$ cat src/rtl/ctrl_pkg.sv
// Shared definitions for the sequencing instruction controller: opcodes,
// FSM states, state_signal encodings and instruction field offsets.
package ctrl_pkg;

    localparam logic [4:0] OP_NOP       = 5'b00000;
    localparam logic [4:0] OP_COMPUTE_W = 5'b00001;
    localparam logic [4:0] OP_COMPUTE_I = 5'b00010;
    localparam logic [4:0] OP_DRAIN     = 5'b00011;
    localparam logic [4:0] OP_LOAD_INP  = 5'b00100;
    localparam logic [4:0] OP_LOAD_WT   = 5'b00101;
    localparam logic [4:0] OP_SEND      = 5'b00110;
    localparam logic [4:0] OP_ACC_RST   = 5'b00111;

    localparam logic [1:0] SS_IDLE = 2'b00;
    localparam logic [1:0] SS_MOVE = 2'b01;
    localparam logic [1:0] SS_COMP = 2'b10;

    typedef enum logic [1:0] {
        ST_IDLE    = 2'd0,
        ST_COMPUTE = 2'd1,
        ST_DRAIN   = 2'd2,
        ST_SEND    = 2'd3
    } state_e;

    // Fields are packed LSB-first: opcode, addr, data, count.
    localparam int OPC_LSB = 0;

    function automatic int addr_lsb(input int opc_w);
        return opc_w;
    endfunction

    function automatic int data_lsb(input int opc_w, input int addr_w);
        return opc_w + addr_w;
    endfunction

    function automatic int cnt_lsb(input int opc_w, input int addr_w, input int data_w);
        return opc_w + addr_w + data_w;
    endfunction

endpackage

$ cat src/rtl/controller_seq_if.sv
// Instruction handshake plus buffer/accumulator control bus.
// Handshake: an instruction is consumed on a rising edge where instr_valid
// and instr_ready are both 1; while instr_ready is 0 the source holds
// instr_valid and instruction stable.
interface controller_seq_if #(
    parameter int INSTR_W    = 64,
    parameter int ADDR_W     = 7,
    parameter int DATA_W     = 32,
    parameter int OUT_ADDR_W = 4
);
    logic                  instr_valid;
    logic [INSTR_W-1:0]    instruction;
    logic                  instr_ready;
    logic                  inp_buf_we;
    logic [ADDR_W-1:0]     inp_buf_addr;
    logic [DATA_W-1:0]     inp_buf_data;
    logic                  wt_buf_we;
    logic [ADDR_W-1:0]     wt_buf_addr;
    logic [DATA_W-1:0]     wt_buf_data;
    logic                  acc_result_to_op_buf;
    logic [OUT_ADDR_W-1:0] acc_to_op_buf_addr;
    logic                  op_buffer_instr_for_sending_data;
    logic [OUT_ADDR_W-1:0] out_buf_addr;
    logic                  instr_for_accum_to_reset;
    logic [1:0]            state_signal;
    logic                  i_mode;
    logic                  illegal_op;

    modport master (
        output instr_valid, instruction,
        input  instr_ready, inp_buf_we, inp_buf_addr, inp_buf_data,
               wt_buf_we, wt_buf_addr, wt_buf_data,
               acc_result_to_op_buf, acc_to_op_buf_addr,
               op_buffer_instr_for_sending_data, out_buf_addr,
               instr_for_accum_to_reset, state_signal, i_mode, illegal_op
    );

    modport slave (
        input  instr_valid, instruction,
        output instr_ready, inp_buf_we, inp_buf_addr, inp_buf_data,
               wt_buf_we, wt_buf_addr, wt_buf_data,
               acc_result_to_op_buf, acc_to_op_buf_addr,
               op_buffer_instr_for_sending_data, out_buf_addr,
               instr_for_accum_to_reset, state_signal, i_mode, illegal_op
    );
endinterface

$ cat src/rtl/controller_decode.sv
// Combinational field extraction and opcode legality check.
module controller_decode
    import ctrl_pkg::*;
#(
    parameter int INSTR_W = 64,
    parameter int OPC_W   = 5,
    parameter int ADDR_W  = 7,
    parameter int DATA_W  = 32,
    parameter int CNT_W   = 8
) (
    input  logic [INSTR_W-1:0] instruction,
    output logic [OPC_W-1:0]   opcode,
    output logic [ADDR_W-1:0]  addr,
    output logic [DATA_W-1:0]  data,
    output logic [CNT_W-1:0]   count,
    output logic               legal
);
    localparam int A_LSB = addr_lsb(OPC_W);
    localparam int D_LSB = data_lsb(OPC_W, ADDR_W);
    localparam int C_LSB = cnt_lsb(OPC_W, ADDR_W, DATA_W);

    assign opcode = instruction[OPC_LSB +: OPC_W];
    assign addr   = instruction[A_LSB +: ADDR_W];
    assign data   = instruction[D_LSB +: DATA_W];
    assign count  = instruction[C_LSB +: CNT_W];

    // Only the eight defined opcodes are legal.
    always_comb begin
        legal = (opcode <= OPC_W'(OP_ACC_RST));
    end
endmodule

$ cat src/rtl/controller_seq.sv
// Sequencing instruction controller: single-cycle loads/clears from IDLE,
// multi-beat COMPUTE, DRAIN and SEND driven by a beat counter.
module controller_seq
    import ctrl_pkg::*;
#(
    parameter int INSTR_W    = 64,
    parameter int OPC_W      = 5,
    parameter int ADDR_W     = 7,
    parameter int DATA_W     = 32,
    parameter int OUT_ADDR_W = 4,
    parameter int CNT_W      = 8,
    parameter int ARRAY_N    = 4
) (
    input  logic                   clk,
    input  logic                   rst,
    controller_seq_if.slave        bus,
    output state_e                 fsm_state
);
    logic [OPC_W-1:0]  opcode;
    logic [ADDR_W-1:0] f_addr;
    logic [DATA_W-1:0] f_data;
    logic [CNT_W-1:0]  f_count;
    logic              f_legal;
    logic              accept;

    controller_decode #(
        .INSTR_W(INSTR_W), .OPC_W(OPC_W), .ADDR_W(ADDR_W),
        .DATA_W(DATA_W), .CNT_W(CNT_W)
    ) u_decode (
        .instruction(bus.instruction), .opcode(opcode), .addr(f_addr),
        .data(f_data), .count(f_count), .legal(f_legal)
    );

    state_e                state_q, state_d;
    logic [CNT_W:0]        beat_q, beat_d, last_q, last_d;
    logic [OUT_ADDR_W-1:0] base_q, base_d;
    logic                  inp_we_q, inp_we_d, wt_we_q, wt_we_d;
    logic [ADDR_W-1:0]     inp_addr_q, inp_addr_d, wt_addr_q, wt_addr_d;
    logic [DATA_W-1:0]     inp_data_q, inp_data_d, wt_data_q, wt_data_d;
    logic                  drain_q, drain_d, send_q, send_d;
    logic [OUT_ADDR_W-1:0] drain_addr_q, drain_addr_d, send_addr_q, send_addr_d;
    logic                  acc_rst_q, acc_rst_d, imode_q, imode_d, illegal_q, illegal_d;
    logic [1:0]            ss_q, ss_d;

    assign bus.instr_ready = rst & (state_q == ST_IDLE);
    assign accept          = bus.instr_valid & bus.instr_ready;

    // Next state, beat counter and next registered outputs; all strobes
    // and their addr/data default to 0 so an idle output reads as 0.
    always_comb begin
        state_d      = state_q;
        beat_d       = beat_q;
        last_d       = last_q;
        base_d       = base_q;
        inp_we_d     = 1'b0;
        inp_addr_d   = '0;
        inp_data_d   = '0;
        wt_we_d      = 1'b0;
        wt_addr_d    = '0;
        wt_data_d    = '0;
        drain_d      = 1'b0;
        drain_addr_d = '0;
        send_d       = 1'b0;
        send_addr_d  = '0;
        acc_rst_d    = 1'b0;
        imode_d      = 1'b0;
        illegal_d    = 1'b0;
        ss_d         = SS_IDLE;
        unique case (state_q)
            ST_IDLE: begin
                if (accept) begin
                    beat_d = '0;
                    if (!f_legal) begin
                        illegal_d = 1'b1;
                    end else if (opcode == OPC_W'(OP_LOAD_INP)) begin
                        inp_we_d   = 1'b1;
                        inp_addr_d = f_addr;
                        inp_data_d = f_data;
                        ss_d       = SS_MOVE;
                    end else if (opcode == OPC_W'(OP_LOAD_WT)) begin
                        wt_we_d   = 1'b1;
                        wt_addr_d = f_addr;
                        wt_data_d = f_data;
                        ss_d      = SS_MOVE;
                    end else if (opcode == OPC_W'(OP_ACC_RST)) begin
                        acc_rst_d = 1'b1;
                    end else if (opcode == OPC_W'(OP_COMPUTE_W) || opcode == OPC_W'(OP_COMPUTE_I)) begin
                        state_d = ST_COMPUTE;
                        last_d  = {1'b0, f_count};
                        imode_d = (opcode == OPC_W'(OP_COMPUTE_I));
                        ss_d    = SS_COMP;
                    end else if (opcode == OPC_W'(OP_DRAIN)) begin
                        state_d      = ST_DRAIN;
                        last_d       = (CNT_W+1)'(ARRAY_N - 1);
                        base_d       = f_addr[OUT_ADDR_W-1:0];
                        drain_d      = 1'b1;
                        drain_addr_d = f_addr[OUT_ADDR_W-1:0];
                        ss_d         = SS_MOVE;
                    end else if (opcode == OPC_W'(OP_SEND)) begin
                        state_d     = ST_SEND;
                        last_d      = {1'b0, f_count};
                        base_d      = f_addr[OUT_ADDR_W-1:0];
                        send_d      = 1'b1;
                        send_addr_d = f_addr[OUT_ADDR_W-1:0];
                        ss_d        = SS_MOVE;
                    end
                end
            end
            default: begin
                if (beat_q == last_q) begin
                    state_d = ST_IDLE;
                    beat_d  = '0;
                end else begin
                    beat_d = beat_q + 1'b1;
                    if (state_q == ST_COMPUTE) begin
                        ss_d    = SS_COMP;
                        imode_d = imode_q;
                    end else if (state_q == ST_DRAIN) begin
                        ss_d         = SS_MOVE;
                        drain_d      = 1'b1;
                        drain_addr_d = base_q + beat_d[OUT_ADDR_W-1:0];
                    end else begin
                        ss_d        = SS_MOVE;
                        send_d      = 1'b1;
                        send_addr_d = base_q + beat_d[OUT_ADDR_W-1:0];
                    end
                end
            end
        endcase
    end

    // State, counter and output registers; synchronous active-low clear.
    always_ff @(posedge clk) begin
        if (!rst) begin
            state_q      <= ST_IDLE;
            beat_q       <= '0;
            last_q       <= '0;
            base_q       <= '0;
            inp_we_q     <= 1'b0;
            inp_addr_q   <= '0;
            inp_data_q   <= '0;
            wt_we_q      <= 1'b0;
            wt_addr_q    <= '0;
            wt_data_q    <= '0;
            drain_q      <= 1'b0;
            drain_addr_q <= '0;
            send_q       <= 1'b0;
            send_addr_q  <= '0;
            acc_rst_q    <= 1'b0;
            imode_q      <= 1'b0;
            illegal_q    <= 1'b0;
            ss_q         <= SS_IDLE;
        end else begin
            state_q      <= state_d;
            beat_q       <= beat_d;
            last_q       <= last_d;
            base_q       <= base_d;
            inp_we_q     <= inp_we_d;
            inp_addr_q   <= inp_addr_d;
            inp_data_q   <= inp_data_d;
            wt_we_q      <= wt_we_d;
            wt_addr_q    <= wt_addr_d;
            wt_data_q    <= wt_data_d;
            drain_q      <= drain_d;
            drain_addr_q <= drain_addr_d;
            send_q       <= send_d;
            send_addr_q  <= send_addr_d;
            acc_rst_q    <= acc_rst_d;
            imode_q      <= imode_d;
            illegal_q    <= illegal_d;
            ss_q         <= ss_d;
        end
    end

    assign fsm_state                            = state_q;
    assign bus.inp_buf_we                       = inp_we_q;
    assign bus.inp_buf_addr                     = inp_addr_q;
    assign bus.inp_buf_data                     = inp_data_q;
    assign bus.wt_buf_we                        = wt_we_q;
    assign bus.wt_buf_addr                      = wt_addr_q;
    assign bus.wt_buf_data                      = wt_data_q;
    assign bus.acc_result_to_op_buf             = drain_q;
    assign bus.acc_to_op_buf_addr               = drain_addr_q;
    assign bus.op_buffer_instr_for_sending_data = send_q;
    assign bus.out_buf_addr                     = send_addr_q;
    assign bus.instr_for_accum_to_reset         = acc_rst_q;
    assign bus.state_signal                     = ss_q;
    assign bus.i_mode                           = imode_q;
    assign bus.illegal_op                       = illegal_q;
endmodule

$ cat src/flat_wrapper.sv
// flat-port wrapper written by rule: the top's interface ports become plain ports
module controller_seq_flat import ctrl_pkg::*;
#(
    parameter int INSTR_W    = 64,
    parameter int OPC_W      = 5,
    parameter int ADDR_W     = 7,
    parameter int DATA_W     = 32,
    parameter int OUT_ADDR_W = 4,
    parameter int CNT_W      = 8,
    parameter int ARRAY_N    = 4
)
  (clk, rst, fsm_state, bus_instr_valid, bus_instruction, bus_instr_ready, bus_inp_buf_we, bus_inp_buf_addr, bus_inp_buf_data, bus_wt_buf_we, bus_wt_buf_addr, bus_wt_buf_data, bus_acc_result_to_op_buf, bus_acc_to_op_buf_addr, bus_op_buffer_instr_for_sending_data, bus_out_buf_addr, bus_instr_for_accum_to_reset, bus_state_signal, bus_i_mode, bus_illegal_op);
  controller_seq_if #(.INSTR_W(INSTR_W), .ADDR_W(ADDR_W), .DATA_W(DATA_W), .OUT_ADDR_W(OUT_ADDR_W)) bus_i ();
  input  logic clk;
  input  logic rst;
  output state_e fsm_state;
  input wire logic [$bits(bus_i.instr_valid)-1:0] bus_instr_valid;
  input wire logic [$bits(bus_i.instruction)-1:0] bus_instruction;
  output wire logic [$bits(bus_i.instr_ready)-1:0] bus_instr_ready;
  output wire logic [$bits(bus_i.inp_buf_we)-1:0] bus_inp_buf_we;
  output wire logic [$bits(bus_i.inp_buf_addr)-1:0] bus_inp_buf_addr;
  output wire logic [$bits(bus_i.inp_buf_data)-1:0] bus_inp_buf_data;
  output wire logic [$bits(bus_i.wt_buf_we)-1:0] bus_wt_buf_we;
  output wire logic [$bits(bus_i.wt_buf_addr)-1:0] bus_wt_buf_addr;
  output wire logic [$bits(bus_i.wt_buf_data)-1:0] bus_wt_buf_data;
  output wire logic [$bits(bus_i.acc_result_to_op_buf)-1:0] bus_acc_result_to_op_buf;
  output wire logic [$bits(bus_i.acc_to_op_buf_addr)-1:0] bus_acc_to_op_buf_addr;
  output wire logic [$bits(bus_i.op_buffer_instr_for_sending_data)-1:0] bus_op_buffer_instr_for_sending_data;
  output wire logic [$bits(bus_i.out_buf_addr)-1:0] bus_out_buf_addr;
  output wire logic [$bits(bus_i.instr_for_accum_to_reset)-1:0] bus_instr_for_accum_to_reset;
  output wire logic [$bits(bus_i.state_signal)-1:0] bus_state_signal;
  output wire logic [$bits(bus_i.i_mode)-1:0] bus_i_mode;
  output wire logic [$bits(bus_i.illegal_op)-1:0] bus_illegal_op;
  assign bus_i.instr_valid = bus_instr_valid;
  assign bus_i.instruction = bus_instruction;
  assign bus_instr_ready = bus_i.instr_ready;
  assign bus_inp_buf_we = bus_i.inp_buf_we;
  assign bus_inp_buf_addr = bus_i.inp_buf_addr;
  assign bus_inp_buf_data = bus_i.inp_buf_data;
  assign bus_wt_buf_we = bus_i.wt_buf_we;
  assign bus_wt_buf_addr = bus_i.wt_buf_addr;
  assign bus_wt_buf_data = bus_i.wt_buf_data;
  assign bus_acc_result_to_op_buf = bus_i.acc_result_to_op_buf;
  assign bus_acc_to_op_buf_addr = bus_i.acc_to_op_buf_addr;
  assign bus_op_buffer_instr_for_sending_data = bus_i.op_buffer_instr_for_sending_data;
  assign bus_out_buf_addr = bus_i.out_buf_addr;
  assign bus_instr_for_accum_to_reset = bus_i.instr_for_accum_to_reset;
  assign bus_state_signal = bus_i.state_signal;
  assign bus_i_mode = bus_i.i_mode;
  assign bus_illegal_op = bus_i.illegal_op;
  controller_seq #(.INSTR_W(INSTR_W), .OPC_W(OPC_W), .ADDR_W(ADDR_W), .DATA_W(DATA_W), .OUT_ADDR_W(OUT_ADDR_W), .CNT_W(CNT_W), .ARRAY_N(ARRAY_N)) u_core (.clk(clk), .rst(rst), .bus(bus_i), .fsm_state(fsm_state));
endmodule
$ cat config.mk
export PLATFORM = sky130hd
export DESIGN_NAME = controller_seq_flat
export DESIGN_NICKNAME = d
export VERILOG_FILES = /design/src/rtl/ctrl_pkg.sv /design/src/rtl/controller_seq_if.sv /design/src/rtl/controller_decode.sv /design/src/rtl/controller_seq.sv /design/src/flat_wrapper.sv
export SDC_FILE = /design/constraint.sdc
export NUM_CORES = 1
export LEC_CHECK = 0
export ABC_CLOCK_PERIOD_IN_PS = 2980
export BUFFER_PORTS_ARGS = -buffer_cell sky130_fd_sc_hd__buf_2
export CAP_MARGIN = 20
export CORE_ASPECT_RATIO = 1.1
export CORE_MARGIN = 2
export CORE_UTILIZATION = 51
export CTS_BUF_LIST = sky130_fd_sc_hd__clkbuf_4 sky130_fd_sc_hd__clkbuf_8 sky130_fd_sc_hd__clkbuf_16
export CTS_CLUSTER_DIAMETER = 200
export DETAILED_ROUTE_END_ITERATION = 7
export GPL_TIMING_DRIVEN = 0
export PLACE_DENSITY = 0.84
export SLEW_MARGIN = 10
export SYNTH_ARGS = -nofsm -noshare
export SYNTH_HDL_FRONTEND = slang
export SYNTH_SLANG_ARGS = --single-unit
$ cat constraint.sdc
create_clock -name clk -period 2.98 [get_ports clk]
set_clock_uncertainty 0.15 [all_clocks]
set_input_delay 0.298 -clock clk [delete_from_list [all_inputs] [get_ports clk]]
set_output_delay 0.298 -clock clk [all_outputs]
set_load 0.02 [all_outputs]
Word level (Yosys, flattened, before mapping)
Cells that the tools add are included.
- register bits: 119
- output and inout bits: 98
- word-level logic and storage cells: 150
- add/subtract/negate cells: 2
- order comparisons: 1
- equal/unequal tests: 17
- mux-type cells: 88
- bitwise gates (word level): 10
- reductions and logical operators: 14
- operator list (cell ; number):
    two-way mux 4 bit ; 25
    two-way mux 9 bit ; 6
    two-way mux 2 bit ; 20
    two-way mux 1 bit ; 37
    equality test 5 x 3 -> 1 bit (second input constant) ; 4
    AND reduction 7 bit ; 2
    OR reduction 6 bit ; 2
    equality test 5 x 2 -> 1 bit (second input constant) ; 2
    adder 9 x 1 -> 9 bit (second input constant) ; 1
    equality test 9 bit ; 1
    NOT 1 bit ; 8
    AND reduction 8 bit ; 1
    inequality test 2 bit (second input constant) ; 3
    equality test 5 x 1 -> 1 bit (second input constant) ; 1
    <= comparator 5 x 3 -> 1 bit (second input constant) ; 1
    AND reduction 5 bit ; 1
    OR reduction 5 bit ; 1
    adder 4 bit ; 1
    inequality test 2 x 1 -> 1 bit (second input constant) ; 2
    inequality test 4 bit (second input constant) ; 1
    AND reduction 4 bit ; 1
    nonzero test 2 bit ; 2
    inequality test 3 x 1 -> 1 bit (second input constant) ; 1
    AND reduction 3 bit ; 1
    other kinds (6) ; 7

Longest topological paths before layout
- depth in word-level cells: 10
- gate-level depth with buffers: 8
- gate-level depth less buffers: 7

Cells and area by module
From an unflattened synthesis, not the netlist that was laid out.
- cells, all modules: 445
- area, all modules: 4470.5 um^2
- by module, submodules not included (module ; times used ; cells each ; area each (um^2) ; sequential area each (um^2)):
    controller_seq ; 1 ; 392 ; 4076.4 ; 2362.3
    controller_decode ; 1 ; 53 ; 394.1 ; 0.0

Worst setup path after synthesis
OpenSTA, ideal clock, no wires.
- path type: flip-flop to flip-flop
- start: reg u_core.state_q[0], in the netlist u_core.fsm_state[0]
- end: reg u_core.wt_addr_q[0], in the netlist u_core.bus.wt_buf_addr[0]
- library setup time: 59 ps
- arrival time: 1813 ps
- data required time: 2771 ps
- path slack: 958 ps
- cell stages (with the launch flop): 9
- period minus slack after synthesis: 2022 ps
- path through: dfxtp_1 > inv_1 > ha_1 > and3_1 > buf_2 > nand3_1 > nor3b_2 > clkbuf_1 > and2_1
- word-level cells in the longest chain between the ends: 5
- elaborated cells on any way between the ends: 6
- ends and longest elaborated chain (what ; line ; RTL):
    from (decl) ; controller_seq.sv:34 ; state_e state_q, state_d;
    from (signal assigned) ; controller_seq.sv:154 ; state_q <= state_d;
    logical NOT 2 bit * ; controller_seq.sv:45, controller_seq.sv:69 ;
    bitwise AND 1 bit ; controller_seq.sv:45 ; assign bus.instr_ready = rst & (state_q == ST_IDLE);
    bitwise AND 1 bit ; controller_seq.sv:46 ; assign accept = bus.instr_valid & bus.instr_ready;
    NOT 1 bit (no line) ; n/a ;
    OR reduction 6 bit (no line) * ; n/a ;
    to (signal assigned) ; controller_seq.sv:162 ; wt_addr_q <= wt_addr_d;
    to (decl) ; controller_seq.sv:38 ; logic [ADDR_W-1:0] inp_addr_q, inp_addr_d, wt_addr_q, wt_addr_d;
Every way passes the cells marked *; elsewhere a longest branch is shown, timed or not.
A chain may end at the register's enable or synchronous reset.

Worst setup path in the final report
- start: reg u_core.state_q[0], in the netlist u_core.fsm_state[0]
- end: out bus_instr_ready
- word-level cells in the longest chain between the ends: 2
- ends and longest elaborated chain (what ; line ; RTL):
    logical NOT 2 bit ; controller_seq.sv:45 ;
    bitwise AND 1 bit ; controller_seq.sv:45 ;
    to (decl) ; flat_wrapper.sv:19 ; output wire logic [$bits(bus_i.instr_ready)-1:0] bus_instr_ready;
Every way passes these cells.

==> flow_summary_export.csv <==
group,metric,value,unit
setup_path,cp_max_fo,10,
yosys,syn-cell-area,4110,µm²
yosys,synth-compound-area-share,7.68,%
worst_hold_path,hold_start,"bus_instr_valid",
setup_path,path_cells,"inv_1 > ha_1 > buf_2 > clkinv_1 > nor2_1 > buf_2",
floorplan,dieArea,8790,µm²
power,peakVddDrop,0.482,mV
timing,max_freq,0.367,GHz
setup_path,reg2reg_depth,7,
timing,hold_violations,0,
routing,wl,12.8,mm
placed_design,port-buffer-count,149,
routing,drt_pass1_iterations,5,
layout,layout.nets,686,
yosys,synth_enable_flop_cells,0,
floorplan,core-area,7870,µm²
yosys,synth_seq_cells,118,
routing,vias,3725,
setup_path,crit_top_cell,"buf_2",
worst_hold_path,hold_path.class,"in -> reg",
layout,fin_util,77.4,%
yosys,synthArstFlopShare,0,%
floorplan,die_x,89.6,µm
placed_design,place_inst,648,
yosys,synth.most_common_cell,"dfxtp_1",
yosys,synthTopCellsByCount,"118 x dfxtp_1, 79 x and2_1, 20 x nand2_1",
routing,drc,0,
placed_design,place.detailed.hpwl,7.43,mm
timing,finalHoldWorstSlack,0.0231,ns
floorplan,start_util,52.2,%
layout,synthToLayoutAreaGrowth,48.3,%
placed_design,place.gp.congestion,0.915,
setup_path,end_kind,"output pin",
placed_design,place_area,4990,µm²
yosys,netlist_instances,391,
worst_hold_path,whs_path_depth,3,
timing,finalSetupTns,0,ns
layout,antenna_cells,0,
timing,setup_violations,0,
yosys,synth-adder-area-share,2.93,%
setup_path,reg2reg_to,"u_core.bus.illegal_op",
layout,fin_cells,731,
worst_hold_path,min_to,"u_core.beat_q[1]",
setup_path,crit_type,"reg -> out",
layout,postLayoutCellArea,6090,µm²
timing,finalCriticalPeriod,2.73,ns
clock_network,cts_buffers,17,
clock_network,clockBufferDepth,2,
yosys,yosys-top-cells-area,"dfxtp_1 58%, and2_1 12%, xnor2_1 3.0%, ha_1 2.4%, nand3_1 2.2%",
yosys,synth_seq_area_share,57.5,%
setup_path,start_kind,"flop",
yosys,synthXorXnorAreaFrac,4.69,%
floorplan,ios,165,
routing,post_drt_wl_per_cell,17.6,µm
setup_path,worst_ep_required_time,2.53,ns
yosys,avgSynthCellArea,10.5,µm²
clock_network,clk_latency,0.51,ns
yosys,yosys.area_share.simple,22.6,%
yosys,synthDominantCellAreaShare,57.5,%
floorplan,fp.dieH,98.1,µm
yosys,ys_types,47,
timing,worst_slack,0.253,ns
job,maxCapViolations,0,
yosys,ys.flop_type,"dfxtp_1",
timing,worstMarginPinSlew,1.00,ns
global_routing,grt_pass1_vias,3772,
timing,slew_viol_final,0,
setup_path,critPathArrivalTime,2.28,ns
power,finalPower,3.83,mW
yosys,muxShareOfSynthArea,0.975,%
routing,ant_nets,0,
yosys,synth_top_area_cell,"dfxtp_1",
routing,via_per_inst,5.10,
yosys,synth-warning-count,0,
clock_network,cts_tree,"yes",
floorplan,rows,34,
global_routing,grt_pass1_wl,19.2,mm
setup_path,r2r_start,"u_core.fsm_state[0]",
clock_network,postCtsSetupBuffers,0,
setup_path,r2r_setup_slack,0.39,ns
status,status,"finished, final reports clean",
timing,timing.final.crit_share,91.5,%
power,power.leakage,2.92,nW
routing,drtIter0Drc,170,
global_routing,antenna_found_initial,0,
clock_network,cts-root-buf,"clkbuf_8",
yosys,syn_nets,467,
setup_path,cp_slowest_cell,"dfxtp_1",
clock_network,path_clk_slew,0.06,ns
power,power.density,629,nW/µm²
global_routing,grt_use_total,29.3,%
global_routing,grt_overflow,0,
placed_design,place_ws,0.552,ns
timing,slew_headroom,32.7,%
setup_path,slowest_delay,0.36,ns
layout,nFillCells,454,
clock_network,numClockSinks,118,
timing,rsz0062_at_grt,"false",
global_routing,grt_max_degree,17,
layout,drive_gt1_share,31.1,%
yosys,synth_top_family_by_area,"simple AND/OR/NAND/NOR gates",
clock_network,htree_levels,4,
metal layers:
| layer | track usage (%) | wire [µm] |
|---|---|---|
| met1 | 30.2 | 4850 |
| met2 | 51.9 | 6540 |
| met3 | 9.81 | 1040 |
| met4 | 13.4 | 423 |
| met5 | 0 | 0 |
state kept, by name, indices dropped and copies added (netlist names), 2 cells and up:
name / cells
u_core.base_q: 4
u_core.beat_q: 9
u_core.bus.acc_to_op_buf_addr: 4
u_core.bus.inp_buf_addr: 7
u_core.bus.inp_buf_data: 32
u_core.bus.out_buf_addr: 4
u_core.bus.state_signal: 2
u_core.bus.wt_buf_addr: 7
u_core.bus.wt_buf_data: 32
u_core.fsm_state: 2
u_core.last_q: 8
what timing repair did:
action / CTS / global route
hold buffers: 51 / 0
endpoints found under the hold margin: 99 / 0
resized for setup: 0 / 0
cell families (layout without fill, tap and decap cells):
logic type	count (synthesis)	count (layout)
buf+inv	35	267
fa+ha+maj	9	9
mux	4	4
simple gates	162	162
xor+xnor	22	22
compound gates	41	41
flops	118	118
worst max-delay path by stage:
stage | startpoint | end | slack (ns) | cells past startpoint
6_report | u_core.fsm_state[0] | bus_instr_ready | 0.25 | 6
5_1_grt | u_core.fsm_state[0] | bus_instr_ready | 0.15 | 6
4_1_cts | u_core.fsm_state[0] | bus_instr_ready | 0.28 | 6
3_5_place_dp | u_core.fsm_state[0] | u_core.bus.acc_to_op_buf_addr[3] | 0.55 | 7
3_3_place_gp | u_core.fsm_state[0] | u_core.bus.acc_to_op_buf_addr[3] | 0.57 | 7
2_1_floorplan | u_core.fsm_state[0] | u_core.bus.wt_buf_addr[0] | 0.96 | 8
power by group:
part	internal [mW]	switching, mW
combinational	0.0989	0.0990
clock	1.24	0.805
sequential	1.59	0.00409
layout make-up:
| type | instances | area, µm² | area share [%] |
|---|---|---|---|
| inverter | 12 | 45.0 | 0.740 |
| timing repair buffer | 200 | 1260 | 20.6 |
| clock inverter | 14 | 165 | 2.71 |
| clock buffer | 18 | 428 | 7.03 |
| sequential | 118 | 2360 | 38.8 |
| buffer | 23 | 101 | 1.66 |
| tap | 108 | 135 | 2.22 |
| multi-input combinational | 238 | 1600 | 26.2 |
cells in the final DEF (no fill, tap or decap), types with 3 or more instances in the layout:
cell type / count
nand3_1: 18
nand4_1: 5
o21ai_1: 4
and2_1: 79
mux2i_1: 4
nor3_1: 3
nand2_1: 20
o31ai_1: 4
nor2b_1: 3
dfxtp_1: 118
o311ai_1: 4
dlygate4sd3_1: 51
clkbuf_1: 14
clkbuf_16: 16
nor2_1: 15
xor2_1: 8
nor3b_1: 6
inv_1: 11
buf_2: 155
a21oi_1: 11
xnor2_1: 14
clkinv_4: 4
ha_1: 8
inv_6: 5
worst max-delay path: cells and delay by family, from the launching register on:
kind | cells | cell delay [ns]
DFF | 1 | 0.36
buffers and inverters | 4 | 0.89
and+or+nand+nor | 1 | 0.21
adders and majority gates | 1 | 0.30
(Power assumes the default switching activity.)
